<file path="config.mk">
export PLATFORM = sky130hd
export DESIGN_NAME = mux8_rr_arbiter
export DESIGN_NICKNAME = d
export VERILOG_FILES = /design/src/rtl/mux8_rr_arbiter.sv
export SDC_FILE = /design/constraint.sdc
export NUM_CORES = 1
export LEC_CHECK = 0
export CAP_MARGIN = 20
export CORE_MARGIN = 1.5
export CORE_UTILIZATION = 55
export CTS_BUF_LIST = sky130_fd_sc_hd__clkbuf_2
export CTS_CLUSTER_DIAMETER = 30
export CTS_CLUSTER_SIZE = 40
export DETAILED_ROUTE_END_ITERATION = 10
export PLACE_DENSITY = 0.95
export SLEW_MARGIN = 5
export SYNTH_ARGS = -nofsm -noshare
export SYNTH_HDL_FRONTEND = slang
export SYNTH_SLANG_ARGS = --single-unit
</file>
<file path="constraint.sdc">
create_clock -name clk -period 8.04 [get_ports clk]
set_input_delay 1.206 -clock clk [delete_from_list [all_inputs] [get_ports clk]]
set_output_delay 1.206 -clock clk [all_outputs]
set_load 0.01 [all_outputs]
</file>
<file path="src/rtl/mux8_rr_arbiter.sv">
// Round-robin arbiter that time-shares one mux8 between 8 byte-wide requesters and registers the result into a valid/ready stage.
// Optional build macro MUX8_ARB_PRIO0_EN makes requester 0 a fixed high-priority port.
module mux8_rr_arbiter #(
   parameter int MAX_HOLD = 4,
   parameter int DW       = 8
) (
   input  logic          clk,
   input  logic          rst,
   input  logic [7:0]    req,
   input  logic [7:0]    last,
   input  logic [DW-1:0] mux_out,
   output logic [2:0]    sel,
   output logic [7:0]    gnt,
   output logic [7:0]    ack,
   output logic [DW-1:0] out_data,
   output logic          out_valid,
   input  logic          out_ready,
   output logic          busy
);

   typedef enum logic {
      IDLE = 1'b0,
      OWN  = 1'b1
   } state_t;

   localparam logic [3:0] HOLD = 4'(MAX_HOLD);

   state_t        state_q, state_d;
   logic [2:0]    ptr_q, ptr_d;
   logic [2:0]    sel_q, sel_d;
   logic [7:0]    gnt_q, gnt_d;
   logic [3:0]    cnt_q, cnt_d;
   logic [DW-1:0] data_q, data_d;
   logic          valid_q, valid_d;

   logic [2:0]    win;
   logic [2:0]    next_ptr;
   logic          owner_req;
   logic          owner_last;
   logic          beat;
   logic          hold_hit;
   logic          leave;

   // Rotate the request vector so ptr sits at bit 0, then take the lowest set bit.
   function automatic logic [2:0] rr_pick(input logic [7:0] r, input logic [2:0] p);
      logic [15:0] dbl;
      logic [7:0]  rot;
      logic [2:0]  off;
      dbl = {r, r} >> p;
      rot = dbl[7:0];
      off = 3'd0;
      for (int i = 7; i >= 0; i--) begin
         if (rot[i]) off = 3'(i);
      end
      return p + off;
   endfunction

`ifdef MUX8_ARB_PRIO0_EN
   assign win      = req[0] ? 3'd0 : rr_pick(req, ptr_q);
   assign next_ptr = (sel_q == 3'd0) ? ptr_q : sel_q + 3'd1;
`else
   assign win      = rr_pick(req, ptr_q);
   assign next_ptr = sel_q + 3'd1;
`endif

   assign owner_req  = req[sel_q];
   assign owner_last = last[sel_q];

   // A beat is suppressed while rst is high so a reset mid-burst never acknowledges.
   assign beat     = (state_q == OWN) & owner_req & (~valid_q | out_ready) & ~rst;
   assign hold_hit = (cnt_q + 4'd1) == HOLD;
   assign leave    = (state_q == OWN) & (~owner_req | (beat & (owner_last | hold_hit)));

   always_ff @(posedge clk) begin
      if (rst) state_q <= IDLE;
      else     state_q <= state_d;
   end

   always_comb begin
      state_d = state_q;
      case (state_q)
         IDLE:    if (|req) state_d = OWN;
         OWN:     if (leave) state_d = IDLE;
         default: state_d = IDLE;
      endcase
   end

   always_comb begin
      ack  = beat ? gnt_q : 8'd0;
      busy = (state_q == OWN);
   end

   always_comb begin
      sel_d = sel_q;
      gnt_d = gnt_q;
      cnt_d = cnt_q;
      ptr_d = ptr_q;
      if ((state_q == IDLE) && (|req)) begin
         sel_d = win;
         gnt_d = 8'd1 << win;
         cnt_d = 4'd0;
      end
      if (beat) cnt_d = cnt_q + 4'd1;
      // sel deliberately keeps the last owner after release.
      if (leave) begin
         gnt_d = 8'd0;
         ptr_d = next_ptr;
      end
   end

   always_comb begin
      data_d  = data_q;
      valid_d = valid_q;
      if (beat) begin
         data_d  = mux_out;
         valid_d = 1'b1;
      end else if (valid_q && out_ready) begin
         valid_d = 1'b0;
      end
   end

   always_ff @(posedge clk) begin
      if (rst) begin
         ptr_q   <= 3'd0;
         sel_q   <= 3'd0;
         gnt_q   <= 8'd0;
         cnt_q   <= 4'd0;
         data_q  <= '0;
         valid_q <= 1'b0;
      end else begin
         ptr_q   <= ptr_d;
         sel_q   <= sel_d;
         gnt_q   <= gnt_d;
         cnt_q   <= cnt_d;
         data_q  <= data_d;
         valid_q <= valid_d;
      end
   end

   assign sel       = sel_q;
   assign gnt       = gnt_q;
   assign out_data  = data_q;
   assign out_valid = valid_q;

endmodule

</file>
# ---- Word-level counts from Yosys, hierarchy flattened
# Index checks and enable logic that the tools add are counted.
# Widths: inputs -> output; s select.
dict set report word_totals {
  register_bits 28
}
dict set report classes {
  add_sub_neg 3
  order_cmp 1
  eq_ne 1
  shifts 2
  muxes 20
  bitwise 12
  n_reduce_logical 6
}
# operator count
set ops {}
lappend ops {{$mux 3} 8}
lappend ops {{$shr 16x3->8} 1}
lappend ops {{$mux 4} 2}
lappend ops {{$mux 8} 1}
lappend ops {{$reduce_or 8->1} 1}
lappend ops {{$shl 1x3->8 const A} 1}
lappend ops {{$bmux 1 s3} 2}
lappend ops {{$mux 1} 6}
lappend ops {{$and 1x1->1} 5}
lappend ops {{$add 4x1->4 const B} 1}
lappend ops {{$eq 4x3->1 const B} 1}
lappend ops {{$lt 3x4->1 const B} 1}
lappend ops {{$not 1->1} 4}
lappend ops {{$reduce_bool 2->1} 2}
lappend ops {{$add 3x1->3 const B} 1}
lappend ops {{$add 3x3->3} 1}
lappend ops {{$or 1x1->1} 3}
lappend ops {{$logic_and 1x1->1} 2}
lappend ops {{$pmux 1 s2} 1}
lappend ops {{$reduce_or 2->1} 1}

# ---- Logic depth before layout (Yosys ltp)
# Gate-level depths: netlist of run 1.
dict set report depth {
  word_depth 11
  ltp_mapped 15
  mapped_depth_nobuf 13
}

# ---- Worst setup path after synthesis of run 1
# OpenSTA, ideal clock, no wires.
dict set report synth_timing {
  path_kind {input port to output port}
  from {input req[4]}
  to {output ack[0]}
  arrival_ps 2657
  required_time_ps 6834
  slack_ps 4177
  path_stages 6
  cell_sequence {clkbuf_2 mux4_2 mux2_2 and3_4 clkbuf_1 and2_1}
}
dict set report synth_between {
  elab_chain_len 6
}
# item line
set synth_rtl {}
lappend synth_rtl {{from (decl)} 9} ;# input logic [7:0] req,
lappend synth_rtl {{$bmux 1 s3} 66} ;# assign owner_req = req[sel_q];
lappend synth_rtl {{$mux 1 (not written as such)} 66}
lappend synth_rtl {{$and 1x1->1 (3 in a row)} 70} ;# assign beat = (state_q == OWN) & owner_req & (~valid_q | out_ready) & ~rst;
lappend synth_rtl {{$mux 8} 89} ;# ack = beat ? gnt_q : 8'd0;
lappend synth_rtl {{to (decl)} 14} ;# output logic [7:0] ack,
# Every way passes these cells. The select of a mux whose other input is x is not followed.

# ---- Worst setup path after layout of run 1
dict set report layout_timing {
  from {input req[5]}
  to {output ack[5]}
}
# Same word-level chain as after synthesis.

==> impl_metrics.env, run 1 <==
export IMPL_via_per_inst=6.04
export IMPL_synth_area_sq_um=2370
export IMPL_diodes=0
export IMPL_multi_input_area_sq_um=1630
export IMPL_setup_violations=0
export IMPL_fp_dieH_um=68.7
export IMPL_stdcell_count=364
export IMPL_htreeDepth=1
export IMPL_drtIter0Drc=156
export IMPL_yosys_warnings=0
export IMPL_dr_pass1_iters=5
export IMPL_portBuffers=55
export IMPL_finalCritPeriodShare=0.603
export IMPL_critical_path_slowest_cell="clkdlybuf4s50_1"
export IMPL_fill_cells=295
export IMPL_cts_hold_buf=0
export IMPL_crit_path_end_kind="primary output"
export IMPL_antenna_found_initial=0
export IMPL_slew_viol_final=0
export IMPL_grt_max_degree=32
export IMPL_powerDensity_nw_per_um2=271
export IMPL_vdd_drop_max_mv=0.192
export IMPL_wire_per_inst_um=15.5
export IMPL_r2r_start="ptr_q[0]"
export IMPL_synth_seq_cells=28
export IMPL_fp_dieArea_sq_um=4710
export IMPL_coreArea_sq_um=4060
export IMPL_cp_common_cell="clkdlybuf4s50_1"
export IMPL_worstRegToRegCells=10
export IMPL_dp_hpwl_um=4130
export IMPL_hold_end="gnt[0]"
export IMPL_syn_avg_cell_area_sq_um=8.59
export IMPL_grt_pass1_vias=2031
export IMPL_cts_setup_buffers=0
export IMPL_cap_violations=0
export IMPL_required_ns=6.83
export IMPL_holdWs_ns=0.521
export IMPL_crit_start="req[5]"
export IMPL_layout_min_cycle_time_ns=4.85
export IMPL_ff_latch_area_sq_um=561
export IMPL_layout_nets=347
export IMPL_min_delay_start="gnt[0]"
export IMPL_setup_tns_ns=0
export IMPL_gp_congestion=0.880
export IMPL_worstSetupPathType="in -> out"
export IMPL_cts_root_buf="clkbuf_2"
export IMPL_worstPathArrival_ns=3.64
export IMPL_clock_sink_count=28
export IMPL_fmax_mhz=206
export IMPL_ant_nets=0
export IMPL_cts_buffers=3
export IMPL_report_final_hold_viol_count=0
export IMPL_crit_chain="clkdlybuf4s50_1 -> mux4_2 -> mux2_2 -> and3_4 -> and2_1 -> clkdlybuf4s50_1"
export IMPL_cts_tree="built"
export IMPL_rr_endpoint="sel[2]"
export IMPL_num_rows=23
export IMPL_reg2reg_setup_slack_ns=4.13
export IMPL_grtUsageTotal=0.245
export IMPL_drc=0
export IMPL_leakagePower_nw=1.01
export IMPL_syn_inst=276
export IMPL_num_io_pins=56
export IMPL_cts_resized=0
export IMPL_synth_seq_area_share=0.236
export IMPL_clkLatencyLatePin_ns=0.38
export IMPL_status="complete, no violations"
export IMPL_grt_overflow=0
export IMPL_hold_path_depth=2
export IMPL_place_inst=359
export IMPL_path_max_fanout=12
export IMPL_start_util=0.584
export IMPL_grt_pass1_wl_um=8940
export IMPL_drive_above_1_share=0.143
export IMPL_path_clk_slew_ns=0.26
export IMPL_min_path_type="reg -> reg"
export IMPL_skew_ns=0.0146
export IMPL_syn_nets=308
export IMPL_clock_path_buffers=2
export IMPL_area_growth_pct=22.1
export IMPL_critPathLaunchType="input pin"
export IMPL_max_stage_delay_ns=0.67
export IMPL_synth_cell_types=53
export IMPL_die_x_um=68.7
export IMPL_worstMarginPinSlew_ns=0.787
export IMPL_relSlewSlack=0.474
export IMPL_totalWireLength_um=5640
export IMPL_rsz0062_at_grt="no"
export IMPL_via_count=2200
flip-flops by register name (all words and copies together), names as in the netlist:
signal,flops
sel,3
out_data,8
busy,1
out_valid,1
cnt_q,4
ptr_q,3
gnt,8
metrics by stage:
| stage | utilization | total power [mW] | setup WS, ns | cell area (sq um) |
|---|---|---|---|---|
| floorplan | - | 0.585 | 4.18 | 2370 |
| global placement | 0.700 | 0.678 | 3.25 | 2840 |
| detailed placement | 0.700 | 0.693 | 3.18 | 2840 |
| CTS | 0.711 | 0.780 | 3.18 | 2880 |
| global route | 0.714 | 0.841 | 3.12 | 2900 |
| finish | 0.714 | 0.783 | 3.19 | 2900 |
synth_stat cells (all sizes together):
| library cell | instances | area share |
|---|---|---|
| fa | 1 | 0.0084 |
| mux2 | 2 | 0.0095 |
| clkbuf | 6 | 0.014 |
| and3 | 1 | 0.0047 |
| nor4 | 10 | 0.039 |
| nor2b | 5 | 0.013 |
| mux4 | 8 | 0.076 |
| o211a | 2 | 0.0084 |
| a21bo | 2 | 0.0084 |
| o2111ai | 1 | 0.0037 |
| xor2 | 1 | 0.0037 |
| o21ai | 10 | 0.021 |
| nand2 | 32 | 0.051 |
| nor3 | 27 | 0.077 |
| buf | 16 | 0.047 |
| nand3b | 2 | 0.0063 |
| a311oi | 1 | 0.0037 |
| xnor2 | 3 | 0.014 |
| nor2 | 19 | 0.031 |
| o211ai | 4 | 0.018 |
| or4 | 2 | 0.0095 |
| a211oi | 5 | 0.020 |
| o21bai | 1 | 0.0047 |
| a31oi | 12 | 0.032 |
| nand2b | 5 | 0.013 |
| ha | 4 | 0.021 |
| or2 | 1 | 0.0026 |
| inv | 9 | 0.014 |
| or3 | 1 | 0.0026 |
| and2 | 8 | 0.021 |
| a21boi | 2 | 0.0063 |
| o31a | 1 | 0.0037 |
| nand3 | 5 | 0.013 |
| a21oi | 13 | 0.027 |
| mux2i | 16 | 0.068 |
| nor3b | 10 | 0.046 |
| dfxtp | 28 | 0.24 |
worst max-delay path by stage:
| stage | cells after the start | to | slack, ns |
|---|---|---|---|
| CTS | 6 | ack[5] | 3.18 |
| finish | 6 | ack[5] | 3.19 |
| floorplan | 6 | ack[0] | 4.18 |
| detailed placement | 6 | ack[5] | 3.18 |
| global route | 6 | ack[3] | 3.12 |
| global placement | 6 | ack[2] | 3.25 |
final cells by class:
cell class / instances / share of cell area
Inverter: 9 / 0.0117
Clock buffer: 3 / 0.00519
Sequential cell: 28 / 0.194
Clock inverter: 1 / 0.0104
Timing Repair Buffer: 56 / 0.194
Tap cell: 50 / 0.0216
Multi-Input combinational cell: 217 / 0.564
layer usage:
metal  GRT usage  routed length, um
met3      0.0341                401
met5           0                  0
met4      0.0250                 12
met2       0.460               2900
met1       0.303               2320
layout by cell type, fill, tap and decap left out, types with 8 or more instances in the layout:
cell              n
a21oi_1          13
a31oi_1          12
and2_1            8
clkdlybuf4s50_1  55
dfxtp_1          28
inv_1             9
mux2i_1          16
mux4_2            8
nand2_1          32
nor2_1           18
nor3_1           19
nor4_1            8
o21ai_0           9
where the power goes:
group          internal [mW]  total (mW)  switching (mW)
Clock                 0.0427      0.0862          0.0434
Sequential             0.169       0.231          0.0617
Combinational          0.232       0.467           0.235
cells by family (layout without fill, tap and decap cells):
kind of cell             count (synthesis)  count (layout)  share of synthesized area
AO/OA/AOI/OAI                           54              54                      0.158
XOR/XNOR                                 4               4                     0.0179
buffers and inverters                   31              69                     0.0755
flip-flops                              28              28                      0.236
AND/OR/NAND/NOR                        128             128                      0.330
multiplexers                            26              26                      0.153
adder cells (fa/ha/maj)                  5               5                     0.0296
worst max-delay path, delay by kind of cell:
kind	cells	cell delay, ns
buffers and inverters	2	1.14
multiplexers	2	0.89
AND/OR/NAND/NOR	2	0.40
No activity file was read; power rests on OpenSTA's default activity.
==> run 2, diff against run 1 <==
--- a/config.mk
+++ b/config.mk
@@ -7,7 +7,7 @@
 export LEC_CHECK = 0
 export CAP_MARGIN = 20
 export CORE_MARGIN = 1.5
-export CORE_UTILIZATION = 55
+export CORE_UTILIZATION = 52
 export CTS_BUF_LIST = sky130_fd_sc_hd__clkbuf_2
 export CTS_CLUSTER_DIAMETER = 30
 export CTS_CLUSTER_SIZE = 40
==> constraint.sdc (replaced) <==
create_clock -name clk -period 4.5 [get_ports clk]
set_input_delay 0.675 -clock clk [delete_from_list [all_inputs] [get_ports clk]]
set_output_delay 0.675 -clock clk [all_outputs]
set_load 0.01 [all_outputs]
==> run 2 against run 1 <==
Clock power increased by 76%; register-to-register slack worse by 3.5 ns; final area grew 2.8%; worst setup slack worse by 2.5 ns; utilization decreased by 3.5 points; cell count is 3.6% higher; die area up 5.5%; sequential cell count unchanged; global-route usage fell by 0.65 points; critical path type is now reg -> reg; critical endpoint is now gnt[2].
==> impl_metrics.env, run 2 (synthesis gave the netlist of run 1 again) <==
export IMPL_status="complete, no violations"
export IMPL_layout_min_cycle_time_ns=3.86
export IMPL_worstPathArrival_ns=4.18
export IMPL_r2r_start="ptr_q[1]"
export IMPL_via_per_inst=5.98
export IMPL_crit_start="ptr_q[1]"
export IMPL_pre_cts_slack_ns=0.406
export IMPL_cap_violations=0
export IMPL_finalPower_mw=1.43
export IMPL_layout_nets=358
export IMPL_place_area_sq_um=2930
export IMPL_grt_pass1_vias=2173
export IMPL_holdWs_ns=0.520
export IMPL_stdcell_count=377
export IMPL_portBuffers=55
export IMPL_drc=0
export IMPL_diodes=0
export IMPL_worstSetupPathType="reg -> reg"
export IMPL_area_growth_pct=25.5
export IMPL_htreeDepth=1
export IMPL_min_path_type="reg -> reg"
export IMPL_skew_ns=0.00674
export IMPL_grt_max_degree=22
export IMPL_drive_above_1_share=0.172
export IMPL_fin_ws_ns=0.640
export IMPL_num_io_pins=56
export IMPL_final_cell_mix="clkdlybuf4s50_1, nand2_1, dfxtp_1, nor3_1, nor2_1"
export IMPL_drtIter0Drc=172
export IMPL_cts_setup_buffers=0
export IMPL_die_x_um=70.5
export IMPL_required_ns=4.82
export IMPL_reg2reg_setup_slack_ns=0.64
export IMPL_vdd_drop_max_mv=0.300
export IMPL_setup_tns_ns=0
export IMPL_totalWireLength_um=5960
export IMPL_fin_area_sq_um=2980
export IMPL_rsz0062_at_grt="no"
export IMPL_relSlewSlack=0.513
export IMPL_critPathCapture="gnt[2]"
export IMPL_place_inst=373
export IMPL_rr_endpoint="gnt[2]"
export IMPL_cts_tree="built"
export IMPL_fmax_mhz=259
export IMPL_dr_pass1_iters=4
export IMPL_worstMarginPinSlew_ns=0.730
export IMPL_fill_cells=319
export IMPL_worstRegToRegCells=13
export IMPL_grt_overflow=0
export IMPL_ff_latch_area_sq_um=561
export IMPL_critPathLaunchType="register"
export IMPL_postLayoutCoreUtil=0.679
export IMPL_fp_dieH_um=70.5
export IMPL_cts_root_buf="clkbuf_2"
export IMPL_final_common_cell="clkdlybuf4s50_1"
export IMPL_report_final_hold_viol_count=0
export IMPL_num_rows=24
export IMPL_multi_input_area_sq_um=1630
export IMPL_slew_viol_final=0
export IMPL_leakagePower_nw=1.06
export IMPL_cts_buffers=3
export IMPL_cts_hold_buf=0
export IMPL_dp_hpwl_um=4420
export IMPL_coreArea_sq_um=4380
export IMPL_clock_path_buffers=2
export IMPL_grt_pass1_wl_um=9850
export IMPL_path_clk_slew_ns=0.27
export IMPL_grtUsageTotal=0.238
export IMPL_crit_path_end_kind="register"
export IMPL_ant_nets=0
export IMPL_setup_violations=0
export IMPL_clock_sink_count=28
export IMPL_gp_congestion=0.879
export IMPL_start_util=0.541
export IMPL_antenna_found_initial=0
export IMPL_clkLatencyLatePin_ns=0.35
export IMPL_powerDensity_nw_per_um2=479
export IMPL_wire_per_inst_um=15.8
export IMPL_path_max_fanout=17
export IMPL_finalCritPeriodShare=0.858
export IMPL_cts_resized=0
export IMPL_fp_dieArea_sq_um=4970
export IMPL_via_count=2256
## run 2: area by class of cell
class	count	share of cell area
flip-flops and latches	28	0.188
inverters	9	0.0113
multi-input cells	217	0.548
repair buffers	67	0.215
clock inverters	1	0.0101
well taps	52	0.0219
clock buffers	3	0.00504
## run 2: how the worst min path moves through the flow
stage / startpoint / endpoint / slack [ns] / cells after the start
CTS: gnt[2] / gnt[2] / 0.52 / 2
global placement: out_data[2] / out_data[2] / 0.48 / 2
finish: gnt[2] / gnt[2] / 0.52 / 2
detailed placement: out_data[3] / out_data[3] / 0.49 / 2
floorplan: cnt_q[3] / cnt_q[3] / 0.48 / 1
global route: gnt[4] / gnt[4] / 0.54 / 2
## run 2: power by group
part	internal, mW	total [mW]	switching [mW]
registers	0.302	0.397	0.0950
logic	0.428	0.877	0.449
clock network	0.0764	0.152	0.0752
total	0.806	1.43	0.619
## run 2: worst max-delay path, cell delays in order, from the launching register on
cell     delay (ns)
dfxtp_1        0.83
buf_4          0.35
mux4_2         0.36
or2_2          0.29
o211a_1        0.21
o21ai_0        0.23
ha_1           0.19
inv_1          0.05
fa_1           0.41
xnor2_1        0.15
buf_4          0.19
nor4_1         0.30
nand2_1        0.13
a31oi_1        0.13
## run 2: per-layer routing
layer	vias up	part of all wire	global-route usage
met5	-	0	0
met4	0	0.017	0.0641
met3	10	0.062	0.0404
met2	93	0.49	0.419
met1	1049	0.43	0.300
li1	1104	-	-
==> run 3, diff against run 2 <==
--- a/config.mk
+++ b/config.mk
@@ -5,6 +5,7 @@
 export SDC_FILE = /design/constraint.sdc
 export NUM_CORES = 1
 export LEC_CHECK = 0
+export ABC_CLOCK_PERIOD_IN_PS = 4500
 export CAP_MARGIN = 20
 export CORE_MARGIN = 1.5
 export CORE_UTILIZATION = 52
==> results of run 3 <==
The final DEF is identical to that of run 2; final timing and power are the same.
